## src/rtl/fetch_unit_pkg.sv

```systemverilog
// Shared definitions for the instruction-fetch stage.
// Contents:
//   RESET_PC_DEFAULT : first fetch address after reset
//   fetch_state_t    : fetch FSM states (REQ, WAIT, HOLD)
//   D_fields_t       : instruction split into the fields decode consumes
//   split_instr      : helper that maps a raw instruction word onto D_fields_t
package fetch_unit_pkg;

  localparam logic [31:0] RESET_PC_DEFAULT = 32'hBFC0_0000;

  typedef enum logic [1:0] {
    ST_REQ  = 2'd0,
    ST_WAIT = 2'd1,
    ST_HOLD = 2'd2
  } fetch_state_t;

  typedef struct packed {
    logic [5:0] icode;
    logic [4:0] rs;
    logic [4:0] rt;
    logic [4:0] rd;
    logic [4:0] sa;
    logic [5:0] acode;
  } D_fields_t;

  function automatic D_fields_t split_instr(input logic [31:0] instr);
    D_fields_t f;
    f.icode = instr[31:26];
    f.rs    = instr[25:21];
    f.rt    = instr[20:16];
    f.rd    = instr[15:11];
    f.sa    = instr[10:6];
    f.acode = instr[5:0];
    return f;
  endfunction

endpackage

```

## src/rtl/fetch_unit_if.sv

```systemverilog
// Instruction bus between the fetch stage (master) and the memory side (slave).
// Signals:
//   ireq_valid    : request valid (master -> slave)
//   ireq_addr     : word-aligned request address (master -> slave)
//   iresp_addr_ok : address accepted this cycle (slave -> master)
//   iresp_data_ok : data returned this cycle (slave -> master)
//   iresp_data    : instruction word, valid with iresp_data_ok (slave -> master)
interface fetch_unit_if;

  logic        ireq_valid;
  logic [31:0] ireq_addr;
  logic        iresp_addr_ok;
  logic        iresp_data_ok;
  logic [31:0] iresp_data;

  modport master (
    output ireq_valid,
    output ireq_addr,
    input  iresp_addr_ok,
    input  iresp_data_ok,
    input  iresp_data
  );

  modport slave (
    input  ireq_valid,
    input  ireq_addr,
    output iresp_addr_ok,
    output iresp_data_ok,
    output iresp_data
  );

endinterface

```

## src/rtl/fetch_dreg.sv

```systemverilog
// F->D pipeline register: holds the instruction fields and PC presented to decode.
// Ports:
//   clk, reset : clock, synchronous active-high reset (clears fields and PC)
//   stall_i    : decode stall; register holds its contents
//   load_i     : a fetched instruction is delivered this cycle
//   instr_i    : instruction word to load
//   pc_i       : PC of that instruction
//   fields_o   : registered instruction fields (all zero = SLL $0 nop)
//   pc_o       : registered PC of the instruction in D
module fetch_dreg
  import fetch_unit_pkg::*;
(
  input  logic        clk,
  input  logic        reset,
  input  logic        stall_i,
  input  logic        load_i,
  input  logic [31:0] instr_i,
  input  logic [31:0] pc_i,
  output D_fields_t   fields_o,
  output logic [31:0] pc_o
);

  D_fields_t   fields_p1;
  logic [31:0] dpc_p1;

  // ---- F -> D stage boundary ----
  // An unstalled cycle with nothing to load injects a nop; the PC is kept.
  always_ff @(posedge clk) begin
    if (reset) begin
      fields_p1 <= '0;
      dpc_p1    <= '0;
    end else if (!stall_i) begin
      if (load_i) begin
        fields_p1 <= split_instr(instr_i);
        dpc_p1    <= pc_i;
      end else begin
        fields_p1 <= '0;
      end
    end
  end

  assign fields_o = fields_p1;
  assign pc_o     = dpc_p1;

endmodule

```

## src/rtl/fetch_unit.sv

```systemverilog
// Instruction-fetch stage: PC sequencing, single-outstanding instruction bus
// requests, delay-slot-aware redirect, and the F->D register.
// Ports:
//   clk, reset        : clock, synchronous active-high reset
//   ibus              : instruction bus (master side)
//   D_stall           : decode holds; D register must not change
//   d_jump, d_val2    : taken branch/jump in D and its target
//   D_pc, D_icode..D_acode : registered instruction in D and its PC
//   f_pc              : PC of the fetch in progress (delay slot)
//   pred_pc           : f_pc + 4 (JAL link value)
module fetch_unit
  import fetch_unit_pkg::*;
#(
  parameter logic [31:0] RESET_PC = RESET_PC_DEFAULT
) (
  input  logic                clk,
  input  logic                reset,
  fetch_unit_if.master        ibus,
  input  logic                D_stall,
  input  logic                d_jump,
  input  logic [31:0]         d_val2,
  output logic [31:0]         D_pc,
  output logic [5:0]          D_icode,
  output logic [4:0]          D_rs,
  output logic [4:0]          D_rt,
  output logic [4:0]          D_rd,
  output logic [4:0]          D_sa,
  output logic [5:0]          D_acode,
  output logic [31:0]         f_pc,
  output logic [31:0]         pred_pc
);

  fetch_state_t state_q, state_d;
  logic [31:0]  pc_q, pc_d;
  logic         pend_q, pend_d;
  logic [31:0]  tgt_q, tgt_d;
  logic [31:0]  hold_q, hold_d;

  logic         redirect;
  logic         word_ret;
  logic         load;
  logic         use_hold;
  logic         advance;
  logic [31:0]  instr_sel;
  D_fields_t    dfields;

  assign redirect = d_jump && !D_stall;

  always_comb begin
    state_d  = state_q;
    pc_d     = pc_q;
    pend_d   = pend_q;
    tgt_d    = tgt_q;
    hold_d   = hold_q;
    word_ret = 1'b0;
    load     = 1'b0;
    use_hold = 1'b0;
    advance  = 1'b0;

    // A later jump simply overwrites the stored target.
    if (redirect) begin
      pend_d = 1'b1;
      tgt_d  = d_val2;
    end

    case (state_q)
      ST_REQ: begin
        if (ibus.iresp_addr_ok) begin
          // Data arriving with the address acceptance is the WAIT exit.
          if (ibus.iresp_data_ok) word_ret = 1'b1;
          else                    state_d  = ST_WAIT;
        end
      end
      ST_WAIT: begin
        if (ibus.iresp_data_ok) word_ret = 1'b1;
      end
      ST_HOLD: begin
        if (!D_stall) begin
          load     = 1'b1;
          use_hold = 1'b1;
          advance  = 1'b1;
          state_d  = ST_REQ;
        end
      end
      default: state_d = ST_REQ;
    endcase

    if (word_ret) begin
      if (!D_stall) begin
        load    = 1'b1;
        advance = 1'b1;
        state_d = ST_REQ;
      end else begin
        hold_d  = ibus.iresp_data;
        state_d = ST_HOLD;
      end
    end

    // The delay slot has just completed: a jump resolving in this very cycle
    // takes effect immediately, otherwise a pending target is consumed.
    if (advance) begin
      if (redirect)    pc_d = d_val2;
      else if (pend_q) pc_d = tgt_q;
      else             pc_d = pc_q + 32'd4;
      pend_d = 1'b0;
    end
  end

  always_ff @(posedge clk) begin
    if (reset) begin
      state_q <= ST_REQ;
      pc_q    <= RESET_PC;
      pend_q  <= 1'b0;
    end else begin
      state_q <= state_d;
      pc_q    <= pc_d;
      pend_q  <= pend_d;
    end
  end

  always_ff @(posedge clk) begin
    tgt_q  <= tgt_d;
    hold_q <= hold_d;
  end

  assign ibus.ireq_valid = (state_q == ST_REQ);
  assign ibus.ireq_addr  = {pc_q[31:2], 2'b00};
  assign f_pc            = pc_q;
  assign pred_pc         = pc_q + 32'd4;
  assign instr_sel       = use_hold ? hold_q : ibus.iresp_data;

  fetch_dreg u_dreg (
    .clk      (clk),
    .reset    (reset),
    .stall_i  (D_stall),
    .load_i   (load),
    .instr_i  (instr_sel),
    .pc_i     (pc_q),
    .fields_o (dfields),
    .pc_o     (D_pc)
  );

  assign D_icode = dfields.icode;
  assign D_rs    = dfields.rs;
  assign D_rt    = dfields.rt;
  assign D_rd    = dfields.rd;
  assign D_sa    = dfields.sa;
  assign D_acode = dfields.acode;

endmodule

```

## src/flat_wrapper.sv

```systemverilog
// flat-port wrapper written by rule: the top's interface ports become plain ports
module fetch_unit_flat import fetch_unit_pkg::*;
#(
  parameter logic [31:0] RESET_PC = RESET_PC_DEFAULT
)
  (clk, reset, D_stall, d_jump, d_val2, D_pc, D_icode, D_rs, D_rt, D_rd, D_sa, D_acode, f_pc, pred_pc, ibus_ireq_valid, ibus_ireq_addr, ibus_iresp_addr_ok, ibus_iresp_data_ok, ibus_iresp_data);
  fetch_unit_if ibus_i ();
  input  logic clk;
  input  logic reset;
  input  logic D_stall;
  input  logic d_jump;
  input  logic [31:0] d_val2;
  output logic [31:0] D_pc;
  output logic [5:0] D_icode;
  output logic [4:0] D_rs;
  output logic [4:0] D_rt;
  output logic [4:0] D_rd;
  output logic [4:0] D_sa;
  output logic [5:0] D_acode;
  output logic [31:0] f_pc;
  output logic [31:0] pred_pc;
  output wire logic [$bits(ibus_i.ireq_valid)-1:0] ibus_ireq_valid;
  output wire logic [$bits(ibus_i.ireq_addr)-1:0] ibus_ireq_addr;
  input wire logic [$bits(ibus_i.iresp_addr_ok)-1:0] ibus_iresp_addr_ok;
  input wire logic [$bits(ibus_i.iresp_data_ok)-1:0] ibus_iresp_data_ok;
  input wire logic [$bits(ibus_i.iresp_data)-1:0] ibus_iresp_data;
  assign ibus_ireq_valid = ibus_i.ireq_valid;
  assign ibus_ireq_addr = ibus_i.ireq_addr;
  assign ibus_i.iresp_addr_ok = ibus_iresp_addr_ok;
  assign ibus_i.iresp_data_ok = ibus_iresp_data_ok;
  assign ibus_i.iresp_data = ibus_iresp_data;
  fetch_unit #(.RESET_PC(RESET_PC)) u_core (.clk(clk), .reset(reset), .ibus(ibus_i), .D_stall(D_stall), .d_jump(d_jump), .d_val2(d_val2), .D_pc(D_pc), .D_icode(D_icode), .D_rs(D_rs), .D_rt(D_rt), .D_rd(D_rd), .D_sa(D_sa), .D_acode(D_acode), .f_pc(f_pc), .pred_pc(pred_pc));
endmodule
```

## config.mk

```make
export PLATFORM = sky130hd
export DESIGN_NAME = fetch_unit_flat
export DESIGN_NICKNAME = d
export VERILOG_FILES = /design/src/rtl/fetch_unit_pkg.sv /design/src/rtl/fetch_unit_if.sv /design/src/rtl/fetch_dreg.sv /design/src/rtl/fetch_unit.sv /design/src/flat_wrapper.sv
export SDC_FILE = /design/constraint.sdc
export NUM_CORES = 1
export LEC_CHECK = 0
export ABC_AREA = 0
export BUFFER_PORTS_ARGS = -buffer_cell sky130_fd_sc_hd__buf_2
export CORE_UTILIZATION = 47
export CTS_CLUSTER_DIAMETER = 100
export DETAILED_ROUTE_END_ITERATION = 6
export PLACE_DENSITY_LB_ADDON = 0.25
export SYNTH_ARGS = -nofsm -noshare
export SYNTH_HDL_FRONTEND = slang
export SYNTH_SLANG_ARGS = --single-unit
```

## constraint.sdc

```tcl
create_clock -name clk -period 3.15 [get_ports clk]
set_input_delay 0.315 -clock clk [delete_from_list [all_inputs] [get_ports clk]]
set_output_delay 0.315 -clock clk [all_outputs]
set_load 0.02 [all_outputs]
```

* After elaboration in Yosys (flattened, before gate mapping)
Index checks and enable logic that the tools add are counted.
** Storage, ports and cells
- Output and inout port bits :: 161
- Input port bits :: 70
- Register bits :: 163
- Logic and storage cells :: 44
** Cells by class
- Bitwise gates (word level) :: 1
- Multiplexer cells :: 17
- Eq/ne operators :: 6
- Add/subtract/negate cells :: 1
- Reduce and logical (&&, ||, !) cells :: 7
** Operators by type and width (count)
- 2-to-1 mux 32 bit :: 4
- adder 32 x 3 -> 32 bit (second input constant) :: 1
- 2-to-1 mux 2 bit :: 5
- 2-to-1 mux 1 bit :: 6
- != test 3 x 2 -> 1 bit (second input constant) :: 2
- case mux 2 bit (3 select lines) :: 1
- AND reduction 2 bit :: 2
- AND reduction 4 bit :: 1
- != test 3 x 1 -> 1 bit (second input constant) :: 1
- equality test 2 x 1 -> 1 bit (second input constant) :: 1
- equality test 2 bit (second input constant) :: 1
- zero test 2 bit :: 1
- != test 2 x 1 -> 1 bit (second input constant) :: 1
- case mux 1 bit (2 select lines) :: 1
- OR reduction 2 bit :: 1
- logical AND 1 bit :: 1
- zero test 1 bit :: 1
- NOT 1 bit :: 1

* Depth between registers and ports, before layout
Gate-level depths: netlist of run 1.
- Word-level depth :: 5
- Mapped depth :: 9
- Gate-level depth less buffers :: 6

* By module
A second synthesis of run 1 with hierarchy kept.
** Unflattened totals
- Cells, all modules :: 808
- Area total of the unflattened synthesis :: 8171.6 sq um
** By module, submodules not included
- fetch_unit :: seq. area each 2622.5 sq um, cells an instance 521, times used 1, area an instance 5416.4 sq um
- fetch_dreg :: seq. area each 1281.2 sq um, cells an instance 287, times used 1, area an instance 2755.1 sq um

* Worst setup path before layout of run 1
Ideal clock, no wire load.
- Path type :: input-to-reg
- From :: input port D_stall
- To :: register u_core.hold_q[0], enable pin
- Data required time :: 2.687 ns
- Buffers on the path :: 1
- Cell stages on the path :: 3
- Arrival time :: 2.708 ns
- Slack :: -0.022 ns
- Library setup time :: 0.463 ns
- Cells stage by stage :: buf_6 nand2_1 nor3_1
** On the way
- Cells in the longest elaborated chain, start to end :: 1
** RTL lines
- from (decl) :: line flat_wrapper.sv:10 : input logic D_stall;
- AND reduction 2 bit (no line)
- to (signal assigned) :: line fetch_unit.sv:123 : hold_q <= hold_d;
- to (decl) :: line fetch_unit.sv:37 : logic [31:0] hold_q, hold_d;
Every way passes these cells.
A chain may end at the register's enable or synchronous reset.

* Worst setup path after layout of run 1
- From :: register u_core.pc_q[2] (netlist: u_core.f_pc[2])
- To :: output port pred_pc[28]
** On the way
- Cells in the longest elaborated chain, start to end :: 1
** RTL lines
- from (decl) :: line fetch_unit.sv:34 : logic [31:0] pc_q, pc_d;
- from (signal assigned) :: line fetch_unit.sv:116 : pc_q <= pc_d;
- adder 32 x 3 -> 32 bit :: line fetch_unit.sv:129 : assign pred_pc = pc_q + 32'd4;
- to (decl) :: line flat_wrapper.sv:21 : output logic [31:0] pred_pc;
Every way passes these cells.

==> results of run 1 <==
[metrics by stage]
| step | instances | total power [mW] |
|---|---|---|
| global placement | 1129 | 2.95 |
| detailed placement | 1129 | 2.96 |
| CTS | 1161 | 5.09 |
| floorplan | 767 | 2.77 |
| global route | 1162 | 5.23 |
| finish | 1162 | 5.04 |
[worst paths after layout]
check / from / end / cells after the start
setup / recovery: u_core.f_pc[2] / pred_pc[28] / 6
hold / removal: d_val2[28] / u_core.tgt_q[28] / 1
setup reg to reg: u_core.f_pc[2] / u_core.f_pc[28] / 6
hold reg to reg: u_core.u_dreg.fields_o[24] / u_core.u_dreg.fields_o[24] / 2
[cells in the final DEF (no fill, tap or decap), drive strengths merged, types with 5 or more instances in the layout]
master  count
a41oi       5
a31oi       6
nor3        8
o21ai      51
and3        6
o22a        5
nand2b      5
edfxtp     64
clkbuf     18
clkinv      6
and4        7
o211ai      7
mux2i      35
xnor2      20
nand4      15
dfxtp      99
a21oi      56
nor2       30
nor4       10
buf       244
nand3      29
a32o        5
nand2     141
xor2        8
inv        15
[area by class of cell]
cell class,instances,area share
flip-flops and latches,163,0.429
multi-input cells,499,0.331
repair buffers,244,0.139
clock buffers,18,0.0472
well taps,211,0.0290
clock inverters,14,0.0195
inverters,12,0.00577
diodes,1,0.000275
[logic make-up (layout without fill, tap and decap cells)]
group,count (synthesis),in the layout,share of synthesized area
buffers and inverters,105,288,0.0854
muxes,36,36,0.0481
DFF,163,163,0.519
xor gates and xnor gates,28,28,0.0326
other,1,3,0.000499
AOI/OAI and AO/OA,170,170,0.141
adders and majority gates,1,1,0.00166
and+or+nand+nor,262,262,0.171
[flip-flops by register name (all words and copies together) (netlist names)]
register	count
u_core.hold_q	32
u_core.pend_q	1
u_core.u_dreg.pc_o	32
u_core.tgt_q	32
u_core.u_dreg.fields_o	32
u_core.state_q	2
u_core.f_pc	32
[where the power goes]
| part | switching [mW] | total [mW] | internal (mW) |
|---|---|---|---|
| clock network | 0.874 | 2.13 | 1.26 |
| registers | 0.0751 | 2.36 | 2.29 |
| logic | 0.361 | 0.550 | 0.189 |
| total | 1.31 | 5.04 | 3.73 |
[per-layer routing]
layer | wire (um) | global-route usage | up-vias
li1 | - | - | 3054
met1 | 8460 | 0.316 | 3035
met2 | 9220 | 0.390 | 265
met3 | 1830 | 0.0794 | 15
met4 | 233 | 0.0727 | 0
met5 | 0 | 0 | -
==> impl_metrics.sql, run 1 <==
INSERT INTO impl_metrics (metric_group, metric, value, unit) VALUES
('yosys', 'yosys.cell_count.top_type', 'nand2_1', ''),
('route', 'drt_iter0_drc', '389', ''),
('yosys', 'synthesis.yosys.warnings', '0', ''),
('sta', 'fmaxAchievable', '0.332', 'GHz'),
('sta', 'relSlewSlack', '0.458', ''),
('floorplanning', 'core', '15400', 'sq um'),
('global_routing', 'first_global_vias', '5831', ''),
('final_layout', 'ratio_of_cells_with_drive_above_1_in_the_final_layout', '0.311', ''),
('yosys', 'synth.top_cells.by_count', 'nand2_1 (141), dfxtp_1 (99), edfxtp_1 (64)', ''),
('floorplanning', 'die-area', '16500', 'sq um'),
('cts', 'post_cts_repair_setup_buffers', '0', ''),
('yosys', 'ys_seq_area_frac', '0.519', ''),
('global_routing', 'grt_max_degree', '52', ''),
('route', 'ant_nets', '0', ''),
('yosys', 'synth_enable_flop_cells', '64', ''),
('placed_design', 'io_buffers', '228', ''),
('yosys', 'synth_cell_types', '67', ''),
('route', 'number_of_vias_in_the_routed_layout', '6369', ''),
('sta', 'timing.final.hold_violations', '0', ''),
('setup_path', 'required_time_reported_for_the_critical_path_endpoint', '2.83', 'ns'),
('yosys', 'ys_top_cells_by_area', 'dfxtp_1 (26%), edfxtp_1 (26%), nand2_1 (7.0%), mux2i_1 (4.7%), a21oi_1 (3.7%)', ''),
('power', 'static-leakage-power', '3.67', 'nW'),
('final_layout', 'finish.instance_area', '9100', 'sq um'),
('cts', 'insertion_delay', '0.42', 'ns'),
('floorplanning', 'starting_density_of_the_core', '0.487', ''),
('yosys', 'netlist_instances', '766', ''),
('sta', 'finalSetupViolCount', '0', ''),
('sta', 'worst_pin_slew', '0.813', 'ns'),
('cts', 'cts_hold_buf', '0', ''),
('yosys', 'synthArstFlopShare', '0', ''),
('final_layout', 'final-seq-area', '3900', 'sq um'),
('final_layout', 'area_growth', '21.0', '%'),
('final_layout', 'area_of_combinational_cells_with_multiple_inputs', '3010', 'sq um'),
('setup_path', 'worst-endpoint-arrival', '2.69', 'ns'),
('final_layout', 'finalNetCount', '1008', ''),
('setup_path', 'cpPeakStageDelay', '0.64', 'ns'),
('power', 'power_density', '554', 'nW/um^2'),
('hold_path', 'hold_path_class', 'input port to register', ''),
('setup_path', 'critical_path.slowest_cell', 'or4_4', ''),
('cts', 'clockRootBuffer', 'clkbuf_16', ''),
('route', 'avgRoutedWirePerCell', '17.0', 'um'),
('setup_path', 'timing_worst_setup_path_type', 'register to primary output', ''),
('yosys', 'ys.flop_type', 'dfxtp_1', ''),
('status', 'run_status', 'completed', ''),
('route', 'total_routed_length', '19.7', 'mm'),
('placed_design', 'gpl.final_weighted_congestion', '0.802', ''),
('sta', 'worst_clock_skew', '0.00972', 'ns'),
('floorplanning', 'die_h', '128', 'um'),
('floorplanning', 'pin_count', '231', ''),
('final_layout', 'nFillCells', '1450', ''),
('global_routing', 'grt-ovfl-total', '0', ''),
('yosys', 'synth_top_area_cell', 'dfxtp_1', ''),
('placed_design', 'dp_worst_setup_slack', '0.581', 'ns'),
('yosys', 'synth.cell_area', '7520', 'sq um'),
('route', 'detail_route.drc_violations', '0', ''),
('cts', 'buffer_levels_on_the_longest_clock_path', '2', ''),
('global_routing', 'antenna_found_initial', '3', ''),
('setup_path', 'cp_max_fo', '10', ''),
('setup_path', 'worstPathBufferInverterCount', '1', ''),
('sta', 'rsz0062_at_grt', 'false', ''),
('global_routing', 'wire_length_of_the_first_global_routing_pass', '31.1', 'mm'),
('placed_design', 'hpwlAfterDp', '13.3', 'mm'),
('cts', 'worst_path_clk_slew', '0.07', 'ns'),
('job', 'maxCapViolCount', '0', ''),
('cts', 'clock-sinks', '163', ''),
('sta', 'postLayoutSetupSlackWorst', '0.142', 'ns'),
('route', 'detail_route.first_pass.iterations', '5', ''),
('cts', 'tritoncts', 'done', ''),
('sta', 'final_min_period_over_clock_period', '0.955', ''),
('cts', 'post_cts_resize_count', '0', ''),
('sta', 'report.final.slew_viol_count', '0', '');
Note: power is estimated with default switching activity, not from simulation.
==> inputs of run 2 (changes only) <==
--- a/config.mk
+++ b/config.mk
@@ -7,7 +7,7 @@
 export LEC_CHECK = 0
 export ABC_AREA = 0
 export BUFFER_PORTS_ARGS = -buffer_cell sky130_fd_sc_hd__buf_2
-export CORE_UTILIZATION = 47
+export CORE_UTILIZATION = 40
 export CTS_CLUSTER_DIAMETER = 100
 export DETAILED_ROUTE_END_ITERATION = 6
 export PLACE_DENSITY_LB_ADDON = 0.25
==> run 2 against run 1 <==
  * Critical endpoint unchanged
  * Largest power group unchanged
  * First-iteration DRC count increased by 44%
  * Global-route usage decreased by 2.5 points
  * Sequential cell count unchanged
  * The flow now finishes with violations (DRC)
==> impl_metrics.sql, run 2 (synthesis gave the netlist of run 1 again) <==
INSERT INTO impl_metrics (metric_group, metric, value, unit) VALUES
('sta', 'fmaxAchievable', '0.337', 'GHz'),
('power', 'cell_internal_pwr', '3.73', 'mW'),
('sta', 'totalNegativeSetupSlack', '0', 'ns'),
('global_routing', 'grt_max_degree', '33', ''),
('placed_design', 'io_buffers', '228', ''),
('setup_path', 'cpPeakStageDelay', '0.63', 'ns'),
('route', 'route.detailed.vias_per_inst', '5.38', ''),
('status', 'violated_checks', 'DRC', ''),
('final_layout', 'layout.cells.most_common_list', 'buf_2 (228), nand2_1 (140), dfxtp_1 (99), edfxtp_1 (64), a21oi_1 (56)', ''),
('final_layout', 'finalNetCount', '1016', ''),
('setup_path', 'crit_path_cell_trace', 'ha_2 > nand4_4 > or4_4 > nor3_4 > xor2_1 > buf_2', ''),
('route', 'drt_iter0_drc', '562', ''),
('route', 'avgRoutedWirePerCell', '17.7', 'um'),
('floorplanning', 'core', '18200', 'sq um'),
('setup_path', 'end_kind', 'primary output', ''),
('sta', 'finalSetupViolCount', '0', ''),
('power', 'static-leakage-power', '3.69', 'nW'),
('power', 'pwr-share-comb', '0.113', ''),
('global_routing', 'grt-ovfl-total', '0', ''),
('cts', 'clock-sinks', '163', ''),
('setup_path', 'cp_max_fo', '10', ''),
('floorplanning', 'die-area', '19400', 'sq um'),
('final_layout', 'ratio_of_cells_with_drive_above_1_in_the_final_layout', '0.314', ''),
('global_routing', 'wire_length_of_the_first_global_routing_pass', '32.8', 'mm'),
('setup_path', 'setup.reg_to_reg.worst_slack', '0.89', 'ns'),
('final_layout', 'commonest_non_fill_non_tap_cell_in_the_layout', 'buf_2', ''),
('floorplanning', 'pin_count', '231', ''),
('route', 'detail_route.drc_violations', '39', ''),
('setup_path', 'required_time_reported_for_the_critical_path_endpoint', '2.83', 'ns'),
('global_routing', 'busiest_layer', 'met2', ''),
('placed_design', 'gpl.final_weighted_congestion', '0.857', ''),
('sta', 'min_hold_slack', '0.0721', 'ns'),
('route', 'detail_route.first_pass.iterations', '7', ''),
('setup_path', 'worst-endpoint-arrival', '2.65', 'ns'),
('sta', 'rsz0062_at_grt', 'false', ''),
('sta', 'worst_pin_slew', '0.713', 'ns'),
('setup_path', 'worstPathBufferInverterCount', '1', ''),
('power', 'ir_worst_vdd', '405', 'uV'),
('global_routing', 'globalRouteMet1Util', '0.288', ''),
('route', 'total_routed_length', '21.1', 'mm'),
('global_routing', 'grt.met2_usage', '0.341', ''),
('final_layout', 'nFillCells', '1699', ''),
('global_routing', 'grt_use_total', '0.219', ''),
('cts', 'insertion_delay', '0.43', 'ns'),
('power', 'power.net_switching', '1.31', 'mW'),
('sta', 'worst_clock_skew', '0.00911', 'ns'),
('status', 'run_status', 'complete, but fails checks', ''),
('final_layout', 'area_growth', '22.0', '%'),
('sta', 'report.final.slew_viol_count', '0', ''),
('cts', 'buffer_levels_on_the_longest_clock_path', '2', ''),
('setup_path', 'timing_worst_setup_path_type', 'register to primary output', ''),
('global_routing', 'first_global_vias', '5913', ''),
('job', 'maxCapViolCount', '0', ''),
('power', 'power_density', '549', 'nW/um^2'),
('cts', 'cts_hold_buf', '0', ''),
('floorplanning', 'die_h', '139', 'um'),
('setup_path', 'crit_family', 'simple AND/OR/NAND/NOR gates', ''),
('placed_design', 'postPlaceCellArea', '8570', 'sq um'),
('placed_design', 'hpwlAfterDp', '14.9', 'mm'),
('global_routing', 'grt.met3_usage', '0.0660', ''),
('power', 'sequentialPowerShare', '0.468', ''),
('sta', 'final_min_period_over_clock_period', '0.941', ''),
('final_layout', 'finish.instance_area', '9180', 'sq um'),
('global_routing', 'antenna_found_initial', '5', ''),
('sta', 'relSlewSlack', '0.525', ''),
('cts', 'tritoncts_buffers', '17', ''),
('cts', 'clockRootBuffer', 'clkbuf_16', ''),
('hold_path', 'hold_path_class', 'input port to register', ''),
('power', 'post-layout-total-power', '5.04', 'mW'),
('power', 'power.switching_fraction', '0.260', ''),
('setup_path', 'timing.critical_path.depth', '6', ''),
('hold_path', 'hold_depth', '1', ''),
('sta', 'timing.final.hold_violations', '0', ''),
('floorplanning', 'num_rows', '49', ''),
('floorplanning', 'die_x', '139', 'um'),
('cts', 'clock_tree.htree_level_count', '4', ''),
('route', 'number_of_vias_in_the_routed_layout', '6407', ''),
('setup_path', 'worstSetupStartpointType', 'register', ''),
('route', 'ant_nets', '0', ''),
('sta', 'finalCriticalPeriod', '2.96', 'ns'),
('cts', 'worst_path_clk_slew', '0.07', 'ns'),
('setup_path', 'critical_path.slowest_cell', 'or4_4', ''),
('floorplanning', 'starting_density_of_the_core', '0.413', ''),
('cts', 'tritoncts', 'done', ''),
('power', 'clock_power_share', '0.419', ''),
('setup_path', 'number_of_cell_instances_on_the_worst_register_to_register_path', '5', '');
[run 2: cell types whose count changed in the layout (fill, tap and decap cells not counted), sizes merged]
cell    change
diode       +3
buf         +8
inv         -1
clkbuf      +1
[run 2: cell type report]
cell class	count	area [sq um]	share of cell area
sequential	163	3900	0.425
inverter	12	52.6	0.00573
antenna	4	10.0	0.00109
clock buffer	19	433	0.0472
multi-input combinational	499	3010	0.328
tap	229	287	0.0312
timing repair buffer	252	1320	0.144
clock inverter	13	156	0.0170
[run 2: power groups by stage]
stage                     Combinational [mW]  Sequential [mW]  Clock [mW]
after floorplan                        0.344             2.43           0
after global placement                 0.567             2.40           0
after detailed placement               0.571             2.41           0
after CTS                              0.572             2.36        2.15
after global routing                   0.616             2.37        2.23
final                                  0.569             2.36        2.11
[run 2: metrics by stage]
stage                util  instances  setup WS (ns)
finish              0.504       1191          0.185
CTS                 0.503       1187          0.118
floorplan               -        767          0.620
global placement    0.471       1155          0.610
detailed placement  0.471       1155          0.592
global route        0.503       1188         0.0302
[run 2: final timing paths]
kind,startpoint,to
worst max-delay path,u_core.f_pc[2],pred_pc[28]
worst min-delay path,d_val2[25],u_core.tgt_q[25]
worst max register to register,u_core.f_pc[4],u_core.f_pc[21]
worst min register to register,u_core.u_dreg.fields_o[12],u_core.u_dreg.fields_o[12]
[run 2: timing repair]
action                     CTS  global route
gates resized for setup      0             1
setup endpoints to repair    0             1
setup buffers                0             0
[run 2: per-layer routing]
layer | vias to the layer above | wire length [um]
met5 | - | 16
met4 | 2 | 431
met3 | 31 | 1770
met2 | 283 | 9680
met1 | 3018 | 9220
li1 | 3073 | -
